===== src/rtl/ibex_md_iter_ctrl.sv =====
// Iterative RV32M multiply/divide sequencer: one radix-2 step per cycle on operand magnitudes,
// with sign fix-up at the end and valid/ready handshakes on request and result.
module ibex_md_iter_ctrl #(
    parameter bit DivZeroShortcut = 1'b1,
    parameter bit MulEarlyOut     = 1'b0
) (
    input  logic        clk_i,
    input  logic        rst_ni,
    input  logic        req_valid_i,
    output logic        req_ready_o,
    input  logic [1:0]  operator_i,
    input  logic [1:0]  signed_mode_i,
    input  logic [31:0] op_a_i,
    input  logic [31:0] op_b_i,
    input  logic        kill_i,
    output logic        busy_o,
    output logic        res_valid_o,
    input  logic        res_ready_i,
    output logic [31:0] result_o
);

    typedef enum logic [1:0] {
        MD_OP_MULL = 2'd0,
        MD_OP_MULH = 2'd1,
        MD_OP_DIV  = 2'd2,
        MD_OP_REM  = 2'd3
    } md_op_e;

    typedef enum logic [2:0] {
        S_IDLE = 3'd0,
        S_ABS  = 3'd1,
        S_CALC = 3'd2,
        S_FIX  = 3'd3,
        S_DONE = 3'd4
    } state_e;

    state_e      state_q, state_d;
    md_op_e      op_q, op_d;
    logic [1:0]  mode_q, mode_d;
    logic [31:0] opa_q, opa_d;
    logic [31:0] opb_q, opb_d;
    logic [63:0] mcand_q, mcand_d;
    logic [63:0] acc_q, acc_d;
    logic [31:0] rem_q, rem_d;
    logic        sign_q, sign_d;
    logic [4:0]  count_q, count_d;
    logic [31:0] result_q, result_d;
    logic        res_valid_q, res_valid_d;
    logic        req_ready_q, req_ready_d;
    logic        busy_q, busy_d;

    logic        sa, sb, is_div, b_zero, div_ge, calc_last;
    logic [31:0] abs_a, abs_b, quo_fix, rem_fix;
    logic [32:0] div_shift;
    logic [63:0] prod_fix;

    assign sa     = opa_q[31] & mode_q[0];
    assign sb     = opb_q[31] & mode_q[1];
    assign abs_a  = sa ? -opa_q : opa_q;
    assign abs_b  = sb ? -opb_q : opb_q;
    assign is_div = (op_q == MD_OP_DIV) || (op_q == MD_OP_REM);
    assign b_zero = (opb_q == 32'd0);

    // Dividend bits shift out of opa_q into the partial remainder; opa_q collects the quotient.
    assign div_shift = {rem_q, opa_q[31]};
    assign div_ge    = (div_shift >= {1'b0, opb_q});
    assign calc_last = (count_q == 5'd0) ||
                       (MulEarlyOut && !is_div && (opb_q[31:1] == 31'd0));

    assign prod_fix = sign_q ? -acc_q : acc_q;
    assign quo_fix  = sign_q ? -opa_q : opa_q;
    assign rem_fix  = sign_q ? -rem_q : rem_q;

    always_comb begin
        state_d     = state_q;
        op_d        = op_q;
        mode_d      = mode_q;
        opa_d       = opa_q;
        opb_d       = opb_q;
        mcand_d     = mcand_q;
        acc_d       = acc_q;
        rem_d       = rem_q;
        sign_d      = sign_q;
        count_d     = count_q;
        result_d    = result_q;
        res_valid_d = res_valid_q;
        req_ready_d = req_ready_q;
        busy_d      = busy_q;

        case (state_q)
            S_IDLE: begin
                if (req_valid_i && !kill_i) begin
                    op_d        = md_op_e'(operator_i);
                    mode_d      = signed_mode_i;
                    opa_d       = op_a_i;
                    opb_d       = op_b_i;
                    state_d     = S_ABS;
                    req_ready_d = 1'b0;
                    busy_d      = 1'b1;
                end
            end
            S_ABS: begin
                opa_d   = abs_a;
                opb_d   = abs_b;
                mcand_d = {32'd0, abs_a};
                acc_d   = 64'd0;
                rem_d   = 32'd0;
                count_d = 5'd31;
                // A zero divisor must yield an all-ones quotient, so its sign is never applied.
                if (op_q == MD_OP_REM) begin
                    sign_d = sa;
                end else if (is_div) begin
                    sign_d = (sa ^ sb) & ~b_zero;
                end else begin
                    sign_d = sa ^ sb;
                end
                if (is_div && b_zero && DivZeroShortcut) begin
                    result_d    = (op_q == MD_OP_DIV) ? 32'hFFFF_FFFF : opa_q;
                    res_valid_d = 1'b1;
                    state_d     = S_DONE;
                end else begin
                    state_d = S_CALC;
                end
            end
            S_CALC: begin
                if (is_div) begin
                    opa_d = {opa_q[30:0], div_ge};
                    rem_d = div_ge ? (div_shift[31:0] - opb_q) : div_shift[31:0];
                end else begin
                    if (opb_q[0]) begin
                        acc_d = acc_q + mcand_q;
                    end
                    mcand_d = {mcand_q[62:0], 1'b0};
                    opb_d   = {1'b0, opb_q[31:1]};
                end
                count_d = count_q - 5'd1;
                if (calc_last) begin
                    state_d = S_FIX;
                end
            end
            S_FIX: begin
                case (op_q)
                    MD_OP_MULL: result_d = prod_fix[31:0];
                    MD_OP_MULH: result_d = prod_fix[63:32];
                    MD_OP_DIV:  result_d = quo_fix;
                    default:    result_d = rem_fix;
                endcase
                res_valid_d = 1'b1;
                state_d     = S_DONE;
            end
            S_DONE: begin
                if (res_ready_i) begin
                    res_valid_d = 1'b0;
                    req_ready_d = 1'b1;
                    busy_d      = 1'b0;
                    state_d     = S_IDLE;
                end
            end
            default: begin
                state_d     = S_IDLE;
                res_valid_d = 1'b0;
                req_ready_d = 1'b1;
                busy_d      = 1'b0;
            end
        endcase

        if (kill_i) begin
            state_d     = S_IDLE;
            res_valid_d = 1'b0;
            req_ready_d = 1'b1;
            busy_d      = 1'b0;
            result_d    = 32'd0;
        end
    end

    always_ff @(posedge clk_i or negedge rst_ni) begin
        if (!rst_ni) begin
            state_q     <= S_IDLE;
            op_q        <= MD_OP_MULL;
            mode_q      <= 2'd0;
            opa_q       <= 32'd0;
            opb_q       <= 32'd0;
            mcand_q     <= 64'd0;
            acc_q       <= 64'd0;
            rem_q       <= 32'd0;
            sign_q      <= 1'b0;
            count_q     <= 5'd0;
            result_q    <= 32'd0;
            res_valid_q <= 1'b0;
            req_ready_q <= 1'b1;
            busy_q      <= 1'b0;
        end else begin
            state_q     <= state_d;
            op_q        <= op_d;
            mode_q      <= mode_d;
            opa_q       <= opa_d;
            opb_q       <= opb_d;
            mcand_q     <= mcand_d;
            acc_q       <= acc_d;
            rem_q       <= rem_d;
            sign_q      <= sign_d;
            count_q     <= count_d;
            result_q    <= result_d;
            res_valid_q <= res_valid_d;
            req_ready_q <= req_ready_d;
            busy_q      <= busy_d;
        end
    end

    assign req_ready_o = req_ready_q;
    assign busy_o      = busy_q;
    assign res_valid_o = res_valid_q;
    assign result_o    = result_q;

endmodule


===== config.mk =====
export PLATFORM = sky130hd
export DESIGN_NAME = ibex_md_iter_ctrl
export DESIGN_NICKNAME = d
export VERILOG_FILES = /design/src/rtl/ibex_md_iter_ctrl.sv
export SDC_FILE = /design/constraint.sdc
export NUM_CORES = 1
export LEC_CHECK = 0
export CAP_MARGIN = 0
export CORE_UTILIZATION = 45
export DETAILED_ROUTE_END_ITERATION = 6
export DONT_BUFFER_PORTS = 1
export MAX_ROUTING_LAYER = met4
export SETUP_SLACK_MARGIN = 0.15
export SLEW_MARGIN = 40
export SYNTH_ARGS = -nofsm -noshare
export SYNTH_HDL_FRONTEND = slang
export SYNTH_SLANG_ARGS = --single-unit

===== constraint.sdc =====
create_clock -name clk_i -period 4.3 [get_ports clk_i]
set_input_delay 0.645 -clock clk_i [delete_from_list [all_inputs] [get_ports clk_i]]
set_output_delay 0.645 -clock clk_i [all_outputs]
set_load 0.02 [all_outputs]

=== Word-level counts from Yosys, hierarchy flattened ===
Cells that the tools add are included.

* Muxes and demuxes: 44
* Eq/ne operators: 18
* $mul: 0
* Add/subtract/negate cells: 7
* Reductions and logical operators: 23
* Divide/modulo/power cells: 0
* Magnitude comparators: 1
* Shift operators: 0
* Bitwise logic cells: 5

{| class="wikitable"
|+ Operator list
! cell !! number
|-
| 32-bit two-way mux || 13
|-
| 32-bit case mux with 3 select lines || 3
|-
| 64-bit two-way mux || 4
|-
| 64-bit case mux with 2 select lines || 2
|-
| 32-bit case mux with 2 select lines || 2
|-
| 32-bit negator || 3
|-
| 64-bit adder || 1
|-
| 64-bit negator || 1
|-
| 33-bit by 32-bit >= comparator with 1-bit output || 1
|-
| 32-bit zero test || 1
|-
| 32-bit subtractor || 1
|-
| 3-bit two-way mux || 5
|-
| 3-bit case mux with 5 select lines || 1
|-
| 3-bit AND reduction || 5
|-
| 3-bit inequality test (second input constant) || 4
|-
| 1-bit two-way mux || 10
|-
| 2-bit inequality test (second input constant) || 5
|-
| 5-bit case mux with 2 select lines || 1
|-
| 2-bit AND reduction || 4
|-
| 3-bit by 2-bit == test with 1-bit output (second input constant) || 2
|-
| 1-bit case mux with 3 select lines || 2
|-
| 3-bit nonzero test || 2
|-
| 5-bit zero test || 1
|-
| 5-bit by 1-bit subtractor with 5-bit output (second input constant) || 1
|-
| other kinds (18) || 23
|}

* Output and inout bits: 35
* Word-level logic and storage cells: 112
* RAM bits: 0
* Register bits: 272
* Memories kept: 0
* Bits in read-only memories: 0
* Bits of input ports: 73
* Latch bits: 0

=== Logic depth before layout (Yosys ltp) ===
* Depth in word-level cells: 6
* Depth in mapped cells: 15
* Mapped depth without buffers: 15

=== Least setup slack after synthesis ===
Ideal clock, no wire load.

* Path type: reg-to-reg
* Start point: register acc_q[15]
* End point: register result_q[5], in the netlist result_o[5]
* Buffers on the path: 0
* Cell stages (with the launch flop): 11
* Setup time: 0.122 ns
* Clock period less this slack: 3.586 ns
* Path slack: 0.714 ns
* Arrival: 3.464 ns
* Data required time: 4.178 ns
* Path through: dfrtp_1 or4_4 or4_4 or4_4 or4_4 or3_4 o211ai_2 o311ai_1 o21ai_1 o211ai_1 a32o_1

* Cells in the longest elaborated chain, start to end: 5

{| class="wikitable"
|+ RTL lines
! element !! RTL line !! RTL
|-
| from (decl) || 43 || <nowiki>logic [63:0] acc_q, acc_d;</nowiki>
|-
| from (signal assigned) || 184 || <nowiki>acc_q <= 64'd0;</nowiki>
|-
| from (signal assigned) || 199 || <nowiki>acc_q <= acc_d;</nowiki>
|-
| 64-bit negator || 70 || <nowiki>assign prod_fix = sign_q ? -acc_q : acc_q;</nowiki>
|-
| 64-bit two-way mux || 70 ||
|-
| 32-bit case mux with 3 select lines || 142 || <nowiki>case (op_q)</nowiki>
|-
| 32-bit case mux with 2 select lines || 90 || <nowiki>case (state_q)</nowiki>
|-
| 32-bit two-way mux || 167 || <nowiki>if (kill_i) begin</nowiki>
|-
| to (signal assigned) || 203 || <nowiki>result_q <= result_d;</nowiki>
|-
| to (decl) || 47 || <nowiki>logic [31:0] result_q, result_d;</nowiki>
|}

No other way between the ends.
A chain may end at the register's enable or synchronous reset.

=== Worst setup path after layout ===
* Start point: register opb_q[0]
* End point: register opb_q[31]

* Cells in the longest elaborated chain, start to end: 3

{| class="wikitable"
|+ RTL lines
! element !! RTL line !! RTL
|-
| from (decl) || 41 || <nowiki>logic [31:0] opb_q, opb_d;</nowiki>
|-
| from (signal assigned) || 197 || <nowiki>opb_q <= opb_d;</nowiki>
|-
| 32-bit negator || 60 || <nowiki>assign abs_b = sb ? -opb_q : opb_q;</nowiki>
|-
| 32-bit two-way mux || 60 ||
|-
| 32-bit case mux with 3 select lines || 90 ||
|}

No other way between the ends. The select of a mux whose other input is x is not followed.

==> results <==
- The run finished, with violations left.
- The checks that failed: negative hold slack.
- In this run the critical register-to-register path is captured at opb_q[31].
- In this run the post-CTS setup repair buffer count came out at 0.
- The most instantiated flip-flop cell in the synthesis netlist is sky130_fd_sc_hd__dfrtp_1.
- The clock drives 272 sinks.
- The worst min-delay path class is in -> async.
- Summed over all layers, the global routing overflow is 0.
- The tool flagged a number of max-cap violations equal to 0.
- The worst hold-check slack is -0.2093 ns.
- Adding up every negative setup slack in the final design gives 0 ns.
- The number of I/O port buffers is 0.
- The number of distinct standard cells referenced by the synthesized netlist is 75.
- The critical path launch point type is a register.
- At the pin with the least slew margin, the transition time is 0.8659 ns.
- The sequential cell area in the final layout is 6813 um^2.
- The estimated wirelength of the detail-placed design is 57,070 um.
- The number of max-slew violations in the final report was 0.
- The warning count from the yosys run is 0.
- The post-CTS clock slew at the launch and capture registers of the worst setup and hold paths is 0.06 ns.
- The analysis attributes to cell leakage a power of 0.01009 uW.
- The most common cell in the netlist is sky130_fd_sc_hd__nand2_1.
- After technology mapping, the gate count stands at 2,763.
- Measured in cells, the most critical reg-to-reg path has a length of 10.
- The largest net degree at the start of global routing is 273.
- The final-stage net count is 2,837.
- The cell type with the highest aggregate area in the netlist is sky130_fd_sc_hd__dfrtp_1.
- Setup repair after global routing could not meet its margin everywhere.
- After detailed routing, the total wire length is 77,310 um.
- In this run the critical register-to-register path is launched from opb_q[0].
- The number of enable-type register cells in the synthesized netlist is 0.
- TritonCTS built the clock tree.
- Counting the buffers created by CTS gives 35.
- The total area of multi-input combinational cells is 13,870 um^2.
- The final-layout fill cell count is 4,588.
- The final critical path time including I/O delays and setup is 3.967 ns.
- The floorplan row count is 79.
- The cell chosen for the clock root is sky130_fd_sc_hd__clkbuf_16.
- The via count of the first global-routing pass is 19,770.
- For this run, the register share of the synthesized area comes to 0.3156.
- In the final layout, the share of cells above drive strength 1 is 0.06217.
- The average footprint of a synthesized cell is 7.807 um^2.
- Of all flip-flops after synthesis, the portion carrying an async set or reset was 1.000.
- The first TritonRoute pass finished after 5 iterations.
- Counting along the longest clock path gives a buffer depth of 3.
- Of the available clock period, the critical path in the final layout requires 0.9225.
- By count the netlist is led by 392 x sky130_fd_sc_hd__nand2_1, 339 x sky130_fd_sc_hd__o21ai_0, 271 x sky130_fd_sc_hd__dfrtp_1.
- The number of primary I/O pins is 108.
- The first global-routing pass estimated 119,900 um of wire.
- The final routed wire length divided by cell count is 23.48 um.
- STA classifies the critical path endpoint as a register.
- Counting every net in the synthesized netlist gives 2,939.
- Dividing total power by cell area gives a power density of 560.0 nW/um^2.
- Summing every instance area after synthesis gives 21,570 um^2.
- The proportion of netlist area held by the largest area contributor is 0.3144.
- The clock arrives with 0.03341 ns of skew.
- Across the VDD grid, the largest voltage drop is 0.2900 mV.
- For this block, the via count after detailed routing is 21,180.
- In the routed layout, each cell is associated on average with a via count of 6.431.
- The number of violations reported at the end of detailed-routing iteration 0 is 2,150.
- The setup slack of the worst register-to-register path is 0.33 ns.
- The post-route antenna net violation count is 0.
- The total die area is 48,820 um^2.
- At the worst endpoint, the arrival time is 4.37 ns.
- The floorplan die width is 220.9 um.
- Along the worst path, the maximum fanout reaches 7.
- The source-to-sink clock delay at the later pin of the worst-skew pair is 0.57 ns.
- The total core area is 46,950 um^2.
- The overall fraction of global-route tracks in use is 0.3208.
- Compared with the post-synthesis result, the final layout area differs by 7.917%.
- The highest achievable clock rate is 252.1 MHz.
- Setup violations remaining at the end of the flow were counted as 0.
- The clock tree synthesis step divided the H-tree into 2 levels.
- The final count of hold timing violations is 271.
- By area the synthesized netlist is led by sky130_fd_sc_hd__dfrtp_1 31%, sky130_fd_sc_hd__o21ai_0 7.9%, sky130_fd_sc_hd__nand2_1 6.8%.
- The setup path with the least slack is of type reg -> reg.
- The antenna cell count is 0.
- The residual DRC count is 0.
- The congestion estimate from routability-driven global placement came to 0.9989.
- After synthesis the netlist holds a flip-flop and latch count of 272.
- Data on the critical path is required at its endpoint by 4.71 ns.
- For this configuration, the core starts out at a cell density of 0.4595.
- The floorplan step set the die height to 220.9 um.
- The number of antenna violations at the first check in global routing is 0.
- The normalized max-slew margin is 0.4227.
-- cells by family after synthesis --
kind of cell	share of synthesized area
DFF	0.3156
adders and majority gates	0.06044
muxes	0.02378
xor gates and xnor gates	0.08892
AOI/OAI and AO/OA	0.2647
buffers and inverters	0.04681
and+or+nand+nor	0.1998
-- per-layer routing --
| layer | up-vias | GRT usage | wire length [um] |
|---|---|---|---|
| li1 | 9818 | - | - |
| met1 | 10300 | 0.4347 | 34010 |
| met2 | 926 | 0.4854 | 34460 |
| met3 | 135 | 0.05829 | 6481 |
| met4 | 0 | 0.09880 | 2359 |
| met5 | - | - | 0 |
-- power by group --
part / total (uW) / switching (uW) / internal [uW] / leakage (uW)
combinational: 6150 / 3900 / 2250 / 0.00600
clock: 2910 / 1250 / 1660 / 0.000543
sequential: 3980 / 947 / 3030 / 0.00355
-- worst max-delay path, cell delays in order, from the launching register on --
cell and delay [ns]:
sky130_fd_sc_hd__dfrtp_1 0.51, sky130_fd_sc_hd__or3_1 0.41, sky130_fd_sc_hd__or3_1 0.37, sky130_fd_sc_hd__or3_1 0.40, sky130_fd_sc_hd__nand3b_1 0.28, sky130_fd_sc_hd__or3_1 0.39, sky130_fd_sc_hd__nand3b_1 0.22, sky130_fd_sc_hd__or3_1 0.48
sky130_fd_sc_hd__or4_1 0.47, sky130_fd_sc_hd__a32oi_1 0.21, sky130_fd_sc_hd__o21ai_0 0.09
-- registers in the layout, indices dropped and copies added, names as in the netlist --
register / cells
sign_q: 1
res_valid_o: 1
state_q: 3
req_ready_o: 1
busy_o: 1
mode_q: 2
result_o: 32
acc_q: 64
opa_q: 32
rem_q: 32
opb_q: 32
op_q: 2
count_q: 5
mcand_q: 64
-- what timing repair did --
action,in CTS,in global routing
gates resized for setup,0,3
endpoints found under the hold margin,272,271
setup endpoints to repair,0,2
-- through the flow --
step                      std cells  worst slack [ns]  cell area [um^2]  total power, uW  utilization
after floorplan                2763            0.7143             21570             7983            -
after global placement         3231            0.3787             22140             9898       0.4716
after detailed placement       3231            0.3824             22160             9950       0.4719
after CTS                      3293            0.3771             23250            12900       0.4953
after global routing           3293            0.1434             23280            13750       0.4958
final                          3293            0.3335             23280            13040       0.4958
-- area by class of cell --
type | instances | area share
Multi-Input combinational cell | 2223 | 0.5960
Inverter | 72 | 0.01161
Clock buffer | 52 | 0.04423
Tap cell | 607 | 0.03262
Clock inverter | 10 | 0.002902
Sequential cell | 272 | 0.2926
Timing Repair Buffer | 57 | 0.01999
-- how the worst max path moves through the flow --
stage | slack [ns] | from | to
4_1_cts | 0.38 | acc_q[14] | result_o[25]
5_1_grt | 0.14 | opb_q[0] | opb_q[31]
3_5_place_dp | 0.38 | acc_q[8] | result_o[25]
6_report | 0.33 | opb_q[0] | opb_q[31]
2_1_floorplan | 0.71 | acc_q[15] | result_o[5]
3_3_place_gp | 0.38 | acc_q[8] | result_o[25]
-- layout by cell type, fill, tap and decap left out, drive strengths merged, types with 17 or more instances in the layout --
cell type	Yosys	layout
o31ai	44	44
o21ai	341	341
o211ai	31	31
a221oi	49	49
or3	36	36
ha	101	101
a21o	57	57
dfrtp	271	271
xnor2	121	121
nand3	78	78
or4	22	22
a31oi	32	32
o22ai	23	23
nor3	58	58
nor2	202	202
xor2	98	98
nand2	392	392
a21oi	197	197
nor2b	17	17
buf	19	57
mux2i	31	31
nand2b	29	29
inv	71	74
nand4	32	32
clkbuf	177	52
nor4	23	23
No activity file was read; power rests on OpenSTA's default activity.
